$ cat config.mk
export PLATFORM = sky130hd
export DESIGN_NAME = acs_scheduler_flat
export DESIGN_NICKNAME = d
export VERILOG_FILES = /design/src/rtl/acs_scheduler_if.sv /design/src/rtl/acs_scheduler.sv /design/src/flat_wrapper.sv
export SDC_FILE = /design/constraint.sdc
export NUM_CORES = 1
export LEC_CHECK = 0
export BUFFER_PORTS_ARGS = -buffer_cell sky130_fd_sc_hd__buf_2
export CORE_AREA = 2 2 101 103
export DETAILED_ROUTE_END_ITERATION = 8
export DIE_AREA = 0 0 103 105
export GPL_ROUTABILITY_DRIVEN = 0
export REMOVE_ABC_BUFFERS = 1
export SYNTH_ARGS = -nofsm -noshare
export SYNTH_HDL_FRONTEND = slang
export SYNTH_SLANG_ARGS = --single-unit
$ cat constraint.sdc
create_clock -name clk -period 6.1 [get_ports clk]
set_clock_uncertainty 0.2 [all_clocks]
set_input_delay 0.915 -clock clk [delete_from_list [all_inputs] [get_ports clk]]
set_output_delay 0.915 -clock clk [all_outputs]
set_load 0.1 [all_outputs]
$ cat src/rtl/acs_scheduler_if.sv
// Bundles the scheduler's symbol, ACS and survivor ports.
// master = scheduler side, slave = surrounding datapath.
interface acs_scheduler_if #(
  parameter int unsigned PM_W = 7
);
  logic            sym_valid;
  logic [1:0]      sym_data;
  logic            frame_start;
  logic            sym_ready;

  logic            acs_input_sig;
  logic [1:0]      acs_self_state;
  logic [1:0]      acs_data_recv;
  logic [1:0]      acs_addr_in_1;
  logic [1:0]      acs_addr_in_2;
  logic [PM_W-1:0] acs_pmin1;
  logic [PM_W-1:0] acs_pmin2;
  logic [PM_W-1:0] acs_pmout;
  logic [1:0]      acs_addr_out;
  logic            acs_dec;

  logic            surv_valid;
  logic [3:0]      surv_data;
  logic            surv_ready;
  logic [1:0]      best_state;
  logic            norm_evt;

  modport master (
    input  sym_valid, sym_data, frame_start,
           acs_pmout, acs_addr_out, acs_dec, surv_ready,
    output sym_ready, acs_input_sig, acs_self_state, acs_data_recv,
           acs_addr_in_1, acs_addr_in_2, acs_pmin1, acs_pmin2,
           surv_valid, surv_data, best_state, norm_evt
  );

  modport slave (
    output sym_valid, sym_data, frame_start,
           acs_pmout, acs_addr_out, acs_dec, surv_ready,
    input  sym_ready, acs_input_sig, acs_self_state, acs_data_recv,
           acs_addr_in_1, acs_addr_in_2, acs_pmin1, acs_pmin2,
           surv_valid, surv_data, best_state, norm_evt
  );
endinterface

$ cat src/rtl/acs_scheduler.sv
// Time-multiplexes one ACS unit over the 4 states of the K=3 trellis,
// keeping ping-pong path-metric banks with MSB normalisation at commit.
module acs_scheduler #(
  parameter int unsigned PM_W    = 7,
  parameter int unsigned ACS_LAT = 0,
  parameter int unsigned INIT_PM = 32
) (
  input  logic             clk,
  input  logic             rst_n,
  acs_scheduler_if.master  bus
);

  typedef enum logic [2:0] {
    S_IDLE,
    S_ISSUE,
    S_DRAIN,
    S_COMMIT,
    S_OUT
  } state_t;

  localparam logic [PM_W-1:0] INIT_V  = PM_W'(INIT_PM);
  localparam logic [PM_W-1:0] MSB_CLR = {1'b0, {(PM_W-1){1'b1}}};

  state_t          state, state_nxt;
  logic [1:0]      idx;
  logic [1:0]      drain_cnt;
  logic [1:0]      sym_q;
  logic [PM_W-1:0] cur_pm [4];
  logic [PM_W-1:0] nxt_pm [4];
  logic [PM_W-1:0] cmt_pm [4];
  logic [3:0]      surv_acc;
  logic [3:0]      surv_q;
  logic [1:0]      best_q;
  logic [1:0]      best_c;
  logic            all_msb;
  logic            accept;
  logic            issuing;
  logic            drain_done;
  logic            cap_valid;
  logic [1:0]      cap_idx;

  assign accept     = (state == S_IDLE) && bus.sym_valid;
  assign issuing    = (state == S_ISSUE);
  assign drain_done = (32'(drain_cnt) + 32'd1) == ACS_LAT;

  // Results return ACS_LAT cycles after issue; track which state each belongs to.
  generate
    if (ACS_LAT == 0) begin : g_nolat
      assign cap_valid = issuing;
      assign cap_idx   = idx;
    end else begin : g_lat
      logic [ACS_LAT-1:0] pipe_v;
      logic [1:0]         pipe_idx [ACS_LAT];

      always_ff @(posedge clk or negedge rst_n) begin
        if (!rst_n) begin
          pipe_v <= '0;
          for (int unsigned i = 0; i < ACS_LAT; i++) pipe_idx[i] <= '0;
        end else begin
          pipe_v[0]   <= issuing;
          pipe_idx[0] <= idx;
          for (int unsigned i = 1; i < ACS_LAT; i++) begin
            pipe_v[i]   <= pipe_v[i-1];
            pipe_idx[i] <= pipe_idx[i-1];
          end
        end
      end

      assign cap_valid = pipe_v[ACS_LAT-1];
      assign cap_idx   = pipe_idx[ACS_LAT-1];
    end
  endgenerate

  always_ff @(posedge clk or negedge rst_n) begin
    if (!rst_n) begin
      state <= S_IDLE;
    end else begin
      state <= state_nxt;
    end
  end

  always_comb begin
    state_nxt = state;
    unique case (state)
      S_IDLE:   if (accept) state_nxt = S_ISSUE;
      S_ISSUE:  if (idx == 2'd3) state_nxt = (ACS_LAT == 0) ? S_COMMIT : S_DRAIN;
      S_DRAIN:  if (drain_done) state_nxt = S_COMMIT;
      S_COMMIT: state_nxt = S_OUT;
      S_OUT:    if (bus.surv_ready) state_nxt = S_IDLE;
      default:  state_nxt = S_IDLE;
    endcase
  end

  // Normalised view of the next bank plus its argmin, consumed only in COMMIT.
  always_comb begin
    all_msb = 1'b1;
    for (int unsigned i = 0; i < 4; i++) all_msb = all_msb & nxt_pm[i][PM_W-1];
    for (int unsigned i = 0; i < 4; i++) cmt_pm[i] = all_msb ? (nxt_pm[i] & MSB_CLR) : nxt_pm[i];
    best_c = 2'd0;
    for (int unsigned i = 1; i < 4; i++) begin
      if (cmt_pm[i] < cmt_pm[best_c]) best_c = 2'(i);
    end
  end

  always_ff @(posedge clk or negedge rst_n) begin
    if (!rst_n) begin
      idx       <= '0;
      drain_cnt <= '0;
      sym_q     <= '0;
      surv_acc  <= '0;
      surv_q    <= '0;
      best_q    <= '0;
      for (int unsigned i = 0; i < 4; i++) begin
        cur_pm[i] <= (i == 0) ? '0 : INIT_V;
        nxt_pm[i] <= '0;
      end
    end else begin
      if (accept) begin
        sym_q     <= bus.sym_data;
        idx       <= '0;
        drain_cnt <= '0;
        if (bus.frame_start) begin
          for (int unsigned i = 0; i < 4; i++) cur_pm[i] <= (i == 0) ? '0 : INIT_V;
        end
      end
      if (issuing) idx <= idx + 2'd1;
      if (state == S_DRAIN) drain_cnt <= drain_cnt + 2'd1;
      if (cap_valid) begin
        nxt_pm[cap_idx]   <= bus.acs_pmout;
        surv_acc[cap_idx] <= bus.acs_dec;
      end
      if (state == S_COMMIT) begin
        for (int unsigned i = 0; i < 4; i++) cur_pm[i] <= cmt_pm[i];
        surv_q <= surv_acc;
        best_q <= best_c;
      end
    end
  end

  always_comb begin
    bus.acs_input_sig  = 1'b0;
    bus.acs_self_state = '0;
    bus.acs_data_recv  = '0;
    bus.acs_addr_in_1  = '0;
    bus.acs_addr_in_2  = '0;
    bus.acs_pmin1      = '0;
    bus.acs_pmin2      = '0;
    if (issuing) begin
      bus.acs_input_sig  = 1'b1;
      bus.acs_self_state = idx;
      bus.acs_data_recv  = sym_q;
      bus.acs_addr_in_1  = {idx[0], 1'b0};
      bus.acs_addr_in_2  = {idx[0], 1'b1};
      bus.acs_pmin1      = cur_pm[{idx[0], 1'b0}];
      bus.acs_pmin2      = cur_pm[{idx[0], 1'b1}];
    end
  end

  assign bus.sym_ready  = (state == S_IDLE);
  assign bus.surv_valid = (state == S_OUT);
  assign bus.surv_data  = surv_q;
  assign bus.best_state = best_q;
  assign bus.norm_evt   = (state == S_COMMIT) && all_msb;

endmodule

$ cat src/flat_wrapper.sv
// flat-port wrapper written by rule: the top's interface ports become plain ports
module acs_scheduler_flat 
#(
  parameter int unsigned PM_W    = 7,
  parameter int unsigned ACS_LAT = 0,
  parameter int unsigned INIT_PM = 32
)
  (clk, rst_n, bus_sym_valid, bus_sym_data, bus_frame_start, bus_acs_pmout, bus_acs_addr_out, bus_acs_dec, bus_surv_ready, bus_sym_ready, bus_acs_input_sig, bus_acs_self_state, bus_acs_data_recv, bus_acs_addr_in_1, bus_acs_addr_in_2, bus_acs_pmin1, bus_acs_pmin2, bus_surv_valid, bus_surv_data, bus_best_state, bus_norm_evt);
  acs_scheduler_if #(.PM_W(PM_W)) bus_i ();
  input  logic clk;
  input  logic rst_n;
  input wire logic [$bits(bus_i.sym_valid)-1:0] bus_sym_valid;
  input wire logic [$bits(bus_i.sym_data)-1:0] bus_sym_data;
  input wire logic [$bits(bus_i.frame_start)-1:0] bus_frame_start;
  input wire logic [$bits(bus_i.acs_pmout)-1:0] bus_acs_pmout;
  input wire logic [$bits(bus_i.acs_addr_out)-1:0] bus_acs_addr_out;
  input wire logic [$bits(bus_i.acs_dec)-1:0] bus_acs_dec;
  input wire logic [$bits(bus_i.surv_ready)-1:0] bus_surv_ready;
  output wire logic [$bits(bus_i.sym_ready)-1:0] bus_sym_ready;
  output wire logic [$bits(bus_i.acs_input_sig)-1:0] bus_acs_input_sig;
  output wire logic [$bits(bus_i.acs_self_state)-1:0] bus_acs_self_state;
  output wire logic [$bits(bus_i.acs_data_recv)-1:0] bus_acs_data_recv;
  output wire logic [$bits(bus_i.acs_addr_in_1)-1:0] bus_acs_addr_in_1;
  output wire logic [$bits(bus_i.acs_addr_in_2)-1:0] bus_acs_addr_in_2;
  output wire logic [$bits(bus_i.acs_pmin1)-1:0] bus_acs_pmin1;
  output wire logic [$bits(bus_i.acs_pmin2)-1:0] bus_acs_pmin2;
  output wire logic [$bits(bus_i.surv_valid)-1:0] bus_surv_valid;
  output wire logic [$bits(bus_i.surv_data)-1:0] bus_surv_data;
  output wire logic [$bits(bus_i.best_state)-1:0] bus_best_state;
  output wire logic [$bits(bus_i.norm_evt)-1:0] bus_norm_evt;
  assign bus_i.sym_valid = bus_sym_valid;
  assign bus_i.sym_data = bus_sym_data;
  assign bus_i.frame_start = bus_frame_start;
  assign bus_i.acs_pmout = bus_acs_pmout;
  assign bus_i.acs_addr_out = bus_acs_addr_out;
  assign bus_i.acs_dec = bus_acs_dec;
  assign bus_i.surv_ready = bus_surv_ready;
  assign bus_sym_ready = bus_i.sym_ready;
  assign bus_acs_input_sig = bus_i.acs_input_sig;
  assign bus_acs_self_state = bus_i.acs_self_state;
  assign bus_acs_data_recv = bus_i.acs_data_recv;
  assign bus_acs_addr_in_1 = bus_i.acs_addr_in_1;
  assign bus_acs_addr_in_2 = bus_i.acs_addr_in_2;
  assign bus_acs_pmin1 = bus_i.acs_pmin1;
  assign bus_acs_pmin2 = bus_i.acs_pmin2;
  assign bus_surv_valid = bus_i.surv_valid;
  assign bus_surv_data = bus_i.surv_data;
  assign bus_best_state = bus_i.best_state;
  assign bus_norm_evt = bus_i.norm_evt;
  acs_scheduler #(.PM_W(PM_W), .ACS_LAT(ACS_LAT), .INIT_PM(INIT_PM)) u_core (.clk(clk), .rst_n(rst_n), .bus(bus_i));
endmodule
==> out/metrics.yaml, run 1 <==
floorplanning:
  initial_utilization: 0.391
  coreArea_um2: 9640
  rows: 36
  ios: 49
  dieArea_um2: 10800
  die_w_um: 103
  die_h_um: 105
critical_path:
  critPathRequiredTime_ns: 6.19
  crit_type: "flop to flop"
  crit_fanout: 13
  cp.arrival_ns: 5.20
  start_kind: "flop"
  critPathCaptureType: "flop"
global_routing:
  grt_pass1_wl_mm: 13.6
  grt_use_total: 0.166
  grt_antenna_before_repair: 0
  grt_max_degree: 74
  grt_pass1_vias: 2634
  grt_overflow: 0
synth:
  synth.most_common_cell: "dfrtp_1"
  synth_top_area_cell: "dfrtp_1"
  synth.area.top_cells: "dfrtp_1 46%, ha_1 7.6%, mux2_2 4.8%"
  synth.cell_area_um2: 3770
  syn-instance-count: 353
  syn_area_per_cell_um2: 10.7
  synth.distinct_cells: 48
  synth_top_flop_cell: "dfrtp_1"
  ys_seq_elements: 73
  synth_seq_area_share: 0.486
  synth_edf_count: 0
  yosys_warnings: 0
  async_flop_share: 1.00
  synth_top_cell_area_share: 0.465
  synthTopCellsByCount: "70 x dfrtp_1, 41 x nand2_1, 29 x nor2_1"
cts:
  clk_pin_slew_ns: 0.07
  ctsResizeCount: 0
  cts-root-buf: "clkbuf_8"
  cts_hold_buf: 0
  clock_path_buffers: 2
  numClockSinks: 73
  post_cts_buffers: 0
  cts_made_buffers: 9
  cts_tree: "built"
  clock_latency_ns: 0.35
  htreeDepth: 3
route:
  drt_first_pass_iters: 4
  wl_per_cell_um: 15.5
  wl_mm: 8.16
  drc_errors: 0
  vias: 2616
  antenna_left: 0
  initialDrtViolationCount: 79
  viasPerCell: 4.96
cells_and_area:
  multi_input_area_um2: 1740
  nNetsFinal: 429
  area_growth_pct: 11.8
  fillers: 978
  seq_area_um2: 1830
  n_antenna_cell: 0
  drive_gt1_frac: 0.228
sta:
  tns_ns: 0
  setup-violations-final: 0
  fmax_ghz: 0.196
  max_slew_margin: 0.205
  holdWs_ns: 0.270
  hold_violations: 0
  tightest_slew_ns: 1.19
  rsz0062_at_grt: "no"
  period_minus_slack_ns: 5.11
  report.final.slew_viol_count: 0
  fin_crit_sh: 0.837
placement:
  dp_hpwl_mm: 5.54
  portBuffers: 45
job:
  maxCapViolCount: 0
min_path:
  min_path_type: "flop to flop"
outcome:
  status: "complete, no violations"
==> placed cells by master, fill, tap and decap left out, drive strengths merged, types with 3 or more instances in the layout <==
| cell | n |
|---|---|
| dfrtp | 70 |
| buf | 47 |
| nand2 | 41 |
| nor2 | 29 |
| mux2 | 28 |
| o21ai | 27 |
| ha | 23 |
| inv | 18 |
| mux2i | 17 |
| clkbuf | 15 |
| a22o | 14 |
| a21oi | 14 |
| and2 | 9 |
| o22a | 3 |
| a21o | 3 |
| o21a | 3 |
| dfstp | 3 |
==> worst max-delay path, cell delays in order, from the launching register on <==
cell and delay, ns:
dfrtp_1 0.42, inv_1 0.08, ha_1 0.29, a21oi_1 0.18, o21ai_0 0.17, a21oi_4 0.39, nor2_1 0.07, a21oi_1 0.18
ha_1 0.27, a211oi_1 0.23, nor2_1 0.11, nor3_1 0.23, inv_1 0.12, o21ai_4 0.35, mux2_4 0.34, ha_1 0.29
o21a_1 0.16, o21a_1 0.17, nor3b_1 0.15, and2_1 0.18, a311oi_1 0.27, o22a_1 0.18
==> sequential cells by signal (all words and copies together), names as in the netlist <==
signal,cells
u_core.sym_q,2
u_core.cur_pm,28
u_core.cap_idx,2
u_core.state,3
u_core.bus.best_state,2
u_core.nxt_pm,28
u_core.bus.surv_data,4
u_core.surv_acc,4
==> metal layers <==
metal / track usage / share of wire / up-vias
met4: 0.0677 / 0.019 / 0
met5: 0 / 0 / -
met3: 0.0274 / 0.036 / 13
met1: 0.233 / 0.47 / 1265
met2: 0.252 / 0.48 / 41
li1: - / - / 1297
==> cell families after synthesis <==
kind of cell    count (synthesis)  synth area share
fa+ha+maj                      23            0.0763
other cells                     1          0.000995
buf+inv                        41            0.0528
simple gates                   94             0.110
compound gates                 76             0.140
mux                            45             0.135
flops                          73             0.486
==> area by class of cell <==
| type | count | area share |
|---|---|---|
| tap | 133 | 0.0395 |
| clock inverter | 1 | 0.00119 |
| sequential | 73 | 0.434 |
| inverter | 19 | 0.0172 |
| clock buffer | 15 | 0.0371 |
| multi-input combinational | 239 | 0.414 |
| timing repair buffer | 47 | 0.0570 |
==> per-stage QoR <==
stage / setup WS, ns / instance area, um2 / std cells / util
after global placement: 1.03 / 4050 / 511 / 0.420
after floorplan: 0.247 / 3640 / 331 / -
after CTS: 0.967 / 4210 / 527 / 0.437
after global routing: 0.481 / 4210 / 527 / 0.437
final: 0.995 / 4210 / 527 / 0.437
after detailed placement: 0.991 / 4050 / 511 / 0.420
==> worst paths after layout <==
check,to,cells past startpoint,slack (ns),from
setup / recovery,u_core.bus.best_state[1]$_DFFE_PN0P_,21,0.99,u_core.nxt_pm[27]$_DFFE_PN0P_
setup reg to reg,u_core.bus.best_state[1]$_DFFE_PN0P_,21,0.99,u_core.nxt_pm[27]$_DFFE_PN0P_
min in group asynchronous,u_core.state[2]$_DFFE_PN0P_,2,0.57,rst_n
max in group asynchronous,u_core.nxt_pm[8]$_DFFE_PN0P_,2,4.53,rst_n
hold / removal,u_core.bus.surv_data[2]$_DFFE_PN0P_,2,0.27,u_core.surv_acc[2]$_DFFE_PN0P_
hold reg to reg,u_core.bus.surv_data[2]$_DFFE_PN0P_,2,0.27,u_core.surv_acc[2]$_DFFE_PN0P_
Power of run 1 is left out: the tool's default activity adds up to more than one toggle a clock period on the data nets, which glitch-free logic cannot reach.
==> run 2: changes to the inputs <==
==> constraint.sdc (replaced) <==
create_clock -name clk -period 4.8 [get_ports clk]
set_clock_uncertainty 0.2 [all_clocks]
set_input_delay 0.72 -clock clk [delete_from_list [all_inputs] [get_ports clk]]
set_output_delay 0.72 -clock clk [all_outputs]
set_load 0.1 [all_outputs]
==> out/metrics.yaml, run 2 (synthesis results as in run 1) <==
outcome:
  status: "complete, no violations"
cts:
  clock_latency_ns: 0.35
  numClockSinks: 73
  cts_tree: "built"
  clk_pin_slew_ns: 0.07
  htreeDepth: 3
  cts-root-buf: "clkbuf_8"
  cts_made_buffers: 9
  clock_path_buffers: 2
sta:
  max_slew_margin: 0.121
  setup-violations-final: 0
  period_minus_slack_ns: 4.62
  fin_crit_sh: 0.964
  tns_ns: 0
  report.final.slew_viol_count: 0
  tightest_slew_ns: 1.32
  fmax_ghz: 0.216
  hold_violations: 0
route:
  met2_length_mm: 3.98
  antenna_left: 0
  top_layer_used: "met4"
  initialDrtViolationCount: 127
  drc_errors: 0
  wl_mm: 8.49
  met1_length_mm: 4.10
  drt_first_pass_iters: 4
  viasPerCell: 4.97
  vias: 2750
  wl_per_cell_um: 15.3
  wl_met3_um: 283
cells_and_area:
  layout_commonest_cell: "dfrtp_1"
  n_antenna_cell: 0
  finalInstanceArea_um2: 4530
  top_regs: "u_core.cur_pm x28, u_core.nxt_pm x28"
  final_cell_mix: "70 x dfrtp_1, 45 x buf_2, 41 x nand2_1"
  nNetsFinal: 455
  area_growth_pct: 20.1
  drive_gt1_frac: 0.321
placement:
  place_area_um2: 4230
  dp_hpwl_mm: 5.73
  portBuffers: 45
global_routing:
  grt_overflow: 0
  grt_use_total: 0.171
  grt_antenna_before_repair: 0
  grt_pass1_vias: 2719
  grt_pass1_wl_mm: 14.0
  grt_max_degree: 74
floorplanning:
  ios: 49
  coreArea_um2: 9640
  rows: 36
  die_w_um: 103
  initial_utilization: 0.391
  die_h_um: 105
  dieArea_um2: 10800
critical_path:
  startpoint: "u_core.nxt_pm[27]$_DFFE_PN0P_"
  cp.arrival_ns: 4.68
  crit_slowest_cell: "dfrtp_1"
  crit_type: "flop to flop"
  rr_startpoint: "u_core.nxt_pm[27]$_DFFE_PN0P_"
  max_stage_delay_ns: 0.38
  critPathCaptureType: "flop"
  critPathRequiredTime_ns: 4.85
  crit_fanout: 6
  crit_chain: "inv_1 > ha_4 > nand2_1 > nor2_2 > a21oi_4 > buf_12 > nor2_1 > a21oi_2 > ha_1 > a211o_1 > nor3_2 > inv_2 > o21ai_4 > mux2_4 > ha_1 > a21o_1 > a21oi_1 > a21oi_1 > or2_2 > o32ai_2"
  start_kind: "flop"
min_path:
  worstHoldStart: "u_core.surv_acc[1]$_DFFE_PN0P_"
  min_path_type: "flop to flop"
job:
  maxCapViolCount: 0
==> run 2: cell count changes in the layout (fill, tap and decap cells not counted), moves of 2 or more <==
cell and delta:
ha_4 +4, a21oi_1 -6, a311oi_1 -2, ha_1 -4, o21ai_0 -3, buf_4 +24, a21oi_2 +6, a311oi_2 +2
o21ai_2 +2
==> run 2: cell type report <==
cell class | count | area, um2
inverters | 19 | 72.6
clock inverters | 3 | 17.5
clock buffers | 13 | 139
multi-input cells | 239 | 1850
repair buffers | 73 | 452
flip-flops and latches | 73 | 1830
well taps | 133 | 166
fillers | 956 | 5110
==> run 2: repair_timing <==
item | CTS | global route
buffers inserted | 0 | 4
pin swaps | 1 | 8
setup endpoints to repair | 2 | 2
hold buffers | 0 | 0
resized for setup | 2 | 20
==> run 2: worst paths after layout <==
| path | end | slack [ns] | cells after the start |
|---|---|---|---|
| worst min register to register | u_core.bus.surv_data[1]$_DFFE_PN0P_ | 0.27 | 2 |
| worst max-delay path | u_core.bus.best_state[0]$_DFFE_PN0P_ | 0.18 | 20 |
| max in group asynchronous | u_core.cur_pm[13]$_DFFE_PN0P_ | 3.42 | 2 |
| worst min-delay path | u_core.bus.surv_data[1]$_DFFE_PN0P_ | 0.27 | 2 |
| min in group asynchronous | u_core.state[2]$_DFFE_PN0P_ | 0.37 | 2 |
| worst max register to register | u_core.bus.best_state[0]$_DFFE_PN0P_ | 0.18 | 20 |
==> run 2: critical path: cells and delay by family, from the launching register on <==
family,cells,cell delay [ns]
muxes,1,0.33
DFF,1,0.38
AOI/OAI and AO/OA,8,1.67
adders and majority gates,3,0.80
buffers and inverters,3,0.34
and+or+nand+nor,5,0.81
==> run 2: layer usage <==
| layer | track usage | vias up |
|---|---|---|
| li1 | - | 1353 |
| met1 | 0.254 | 1344 |
| met2 | 0.250 | 42 |
| met3 | 0.0268 | 11 |
| met4 | 0.0620 | 0 |
| met5 | 0 | - |
==> run 2: through the flow <==
step                 util  setup slack [ns]  hold WS [ns]  cells
finish              0.470             0.175         0.266    553
global route        0.470           -0.0499         0.300    553
CTS                 0.456            0.0468         0.270    549
detailed placement  0.439           -0.0901         0.254    533
global placement    0.439           -0.0226         0.247    533
floorplan               -            -0.858         0.224    331
Power of run 2 is left out for the same reason.
==> run 3: changes to the inputs <==
--- a/config.mk
+++ b/config.mk
@@ -10,6 +10,7 @@
 export DETAILED_ROUTE_END_ITERATION = 8
 export DIE_AREA = 0 0 103 105
 export GPL_ROUTABILITY_DRIVEN = 0
+export GPL_TIMING_DRIVEN = 0
 export REMOVE_ABC_BUFFERS = 1
 export SYNTH_ARGS = -nofsm -noshare
 export SYNTH_HDL_FRONTEND = slang
==> out/metrics.yaml, run 3 (synthesis results as in run 1) <==
outcome:
  status: "complete, no violations"
critical_path:
  critPathCaptureType: "flop"
  critPathRequiredTime_ns: 4.88
  reg2reg_depth: 20
  regToRegEndpoint: "u_core.bus.best_state[1]$_DFFE_PN0P_"
  start_kind: "flop"
  cp.arrival_ns: 4.66
  rr_startpoint: "u_core.nxt_pm[18]$_DFFE_PN0P_"
  crit_type: "flop to flop"
  ff2ff_setup_slack_ns: 0.22
  crit_fanout: 5
route:
  drt_first_pass_iters: 4
  viasPerCell: 5.02
  initialDrtViolationCount: 83
  wl_per_cell_um: 15.5
  antenna_left: 0
  vias: 2712
  drc_errors: 0
  wl_mm: 8.37
cts:
  clk_pin_slew_ns: 0.08
  numClockSinks: 73
  clock_path_buffers: 2
  cts_tree: "built"
  cts_made_buffers: 9
  cts_hold_buf: 0
  htreeDepth: 3
  cts-root-buf: "clkbuf_8"
  clock_latency_ns: 0.35
cells_and_area:
  top_regs: "u_core.cur_pm x28, u_core.nxt_pm x28"
  nNetsFinal: 442
  fillers: 935
  layout_commonest_cell: "dfrtp_1"
  final_cell_mix: "70 x dfrtp_1, 44 x buf_2, 40 x nand2_1"
  n_antenna_cell: 0
  area_growth_pct: 18.8
  drive_gt1_frac: 0.310
floorplanning:
  ios: 49
  dieArea_um2: 10800
  coreArea_um2: 9640
  rows: 36
  initial_utilization: 0.391
  die_h_um: 105
  die_w_um: 103
global_routing:
  grt_antenna_before_repair: 0
  grt_pass1_wl_mm: 13.3
  grtUsageMet3: 0.0254
  grt_overflow: 0
  grt_pass1_vias: 2611
  grt_use_total: 0.160
  use_met2: 0.247
  grt_max_degree: 74
  busiest_layer: "met2"
  use_met1: 0.227
sta:
  setup-violations-final: 0
  fin_crit_sh: 0.954
  report.final.slew_viol_count: 0
  max_slew_margin: 0.179
  tightest_slew_ns: 1.23
  period_minus_slack_ns: 4.58
  hold_violations: 0
  holdWs_ns: 0.176
  fmax_ghz: 0.218
min_path:
  min_path_type: "input pin to asynchronous set/reset pin"
placement:
  dp_hpwl_mm: 5.46
  portBuffers: 45
job:
  maxCapViolCount: 0
run 3: changes by cell type in the layout (fill, tap and decap cells not counted), sizes merged:
cell / previous run / this run
buf: 73 / 60
clkinv: 3 / 1
clkbuf: 13 / 15
run 3: per-layer routing:
metal,wire (um),part of all wire,vias up
met5,0,0,-
met4,139,0.017,0
met3,282,0.034,10
met2,4030,0.48,48
met1,3920,0.47,1333
li1,-,-,1321
run 3: critical path: stages, from the launching register on:
cell and delay, ns:
dfrtp_1 0.45, ha_4 0.30, nand2_1 0.06, nor2_2 0.16
a21oi_4 0.07, buf_4 0.14, buf_4 0.14, a21oi_2 0.16
ha_1 0.26, a211o_1 0.30, nor3_2 0.18, inv_1 0.10
o21ai_4 0.27, mux2_4 0.33, ha_1 0.28, o21a_1 0.17
o21a_1 0.17, nor3b_1 0.16, and2_1 0.21, a311oi_2 0.24
o22a_1 0.15
run 3: worst max-delay path by stage:
stage / slack [ns] / cells past startpoint / endpoint / start
global placement: -0.30 / 21 / u_core.bus.best_state[1]$_DFFE_PN0P_ / u_core.nxt_pm[27]$_DFFE_PN0P_
finish: 0.22 / 20 / u_core.bus.best_state[1]$_DFFE_PN0P_ / u_core.nxt_pm[18]$_DFFE_PN0P_
CTS: 0.004 / 20 / u_core.bus.best_state[1]$_DFFE_PN0P_ / u_core.nxt_pm[20]$_DFFE_PN0P_
floorplan: -0.86 / 2 / bus_acs_addr_in_1[1] / u_core.state[1]$_DFFE_PN0P_
detailed placement: -0.30 / 21 / u_core.bus.best_state[1]$_DFFE_PN0P_ / u_core.nxt_pm[27]$_DFFE_PN0P_
global route: -0.01 / 20 / u_core.bus.best_state[1]$_DFFE_PN0P_ / u_core.nxt_pm[15]$_DFFE_PN0P_
run 3: layout make-up:
cell class,count,area [um2],share of cell area
multi-input cells,239,1850,0.412
flip-flops and latches,73,1830,0.409
repair buffers,60,368,0.0822
clock buffers,15,186,0.0416
well taps,133,166,0.0372
inverters,19,72.6,0.0162
clock inverters,1,7.51,0.00168
run 3: repair_timing:
| action | in CTS | in global routing |
|---|---|---|
| buffers inserted | 6 | 7 |
| gates resized for setup | 4 | 19 |
| pin swaps | 1 | 9 |
| endpoints found under the setup margin | 2 | 2 |
run 3: per-stage QoR:
stage                      util  setup TNS, ns  instances  cell area, um2  setup WS [ns]
after floorplan               -          -2.57        331            3640         -0.858
after detailed placement  0.424         -0.527        511            4080         -0.297
after global placement    0.419         -0.544        509            4040         -0.298
after global routing      0.464       -0.00996        540            4480       -0.00996
after CTS                 0.450              0        533            4340        0.00426
final                     0.464              0        540            4480          0.221
Power of run 3 is left out for the same reason.
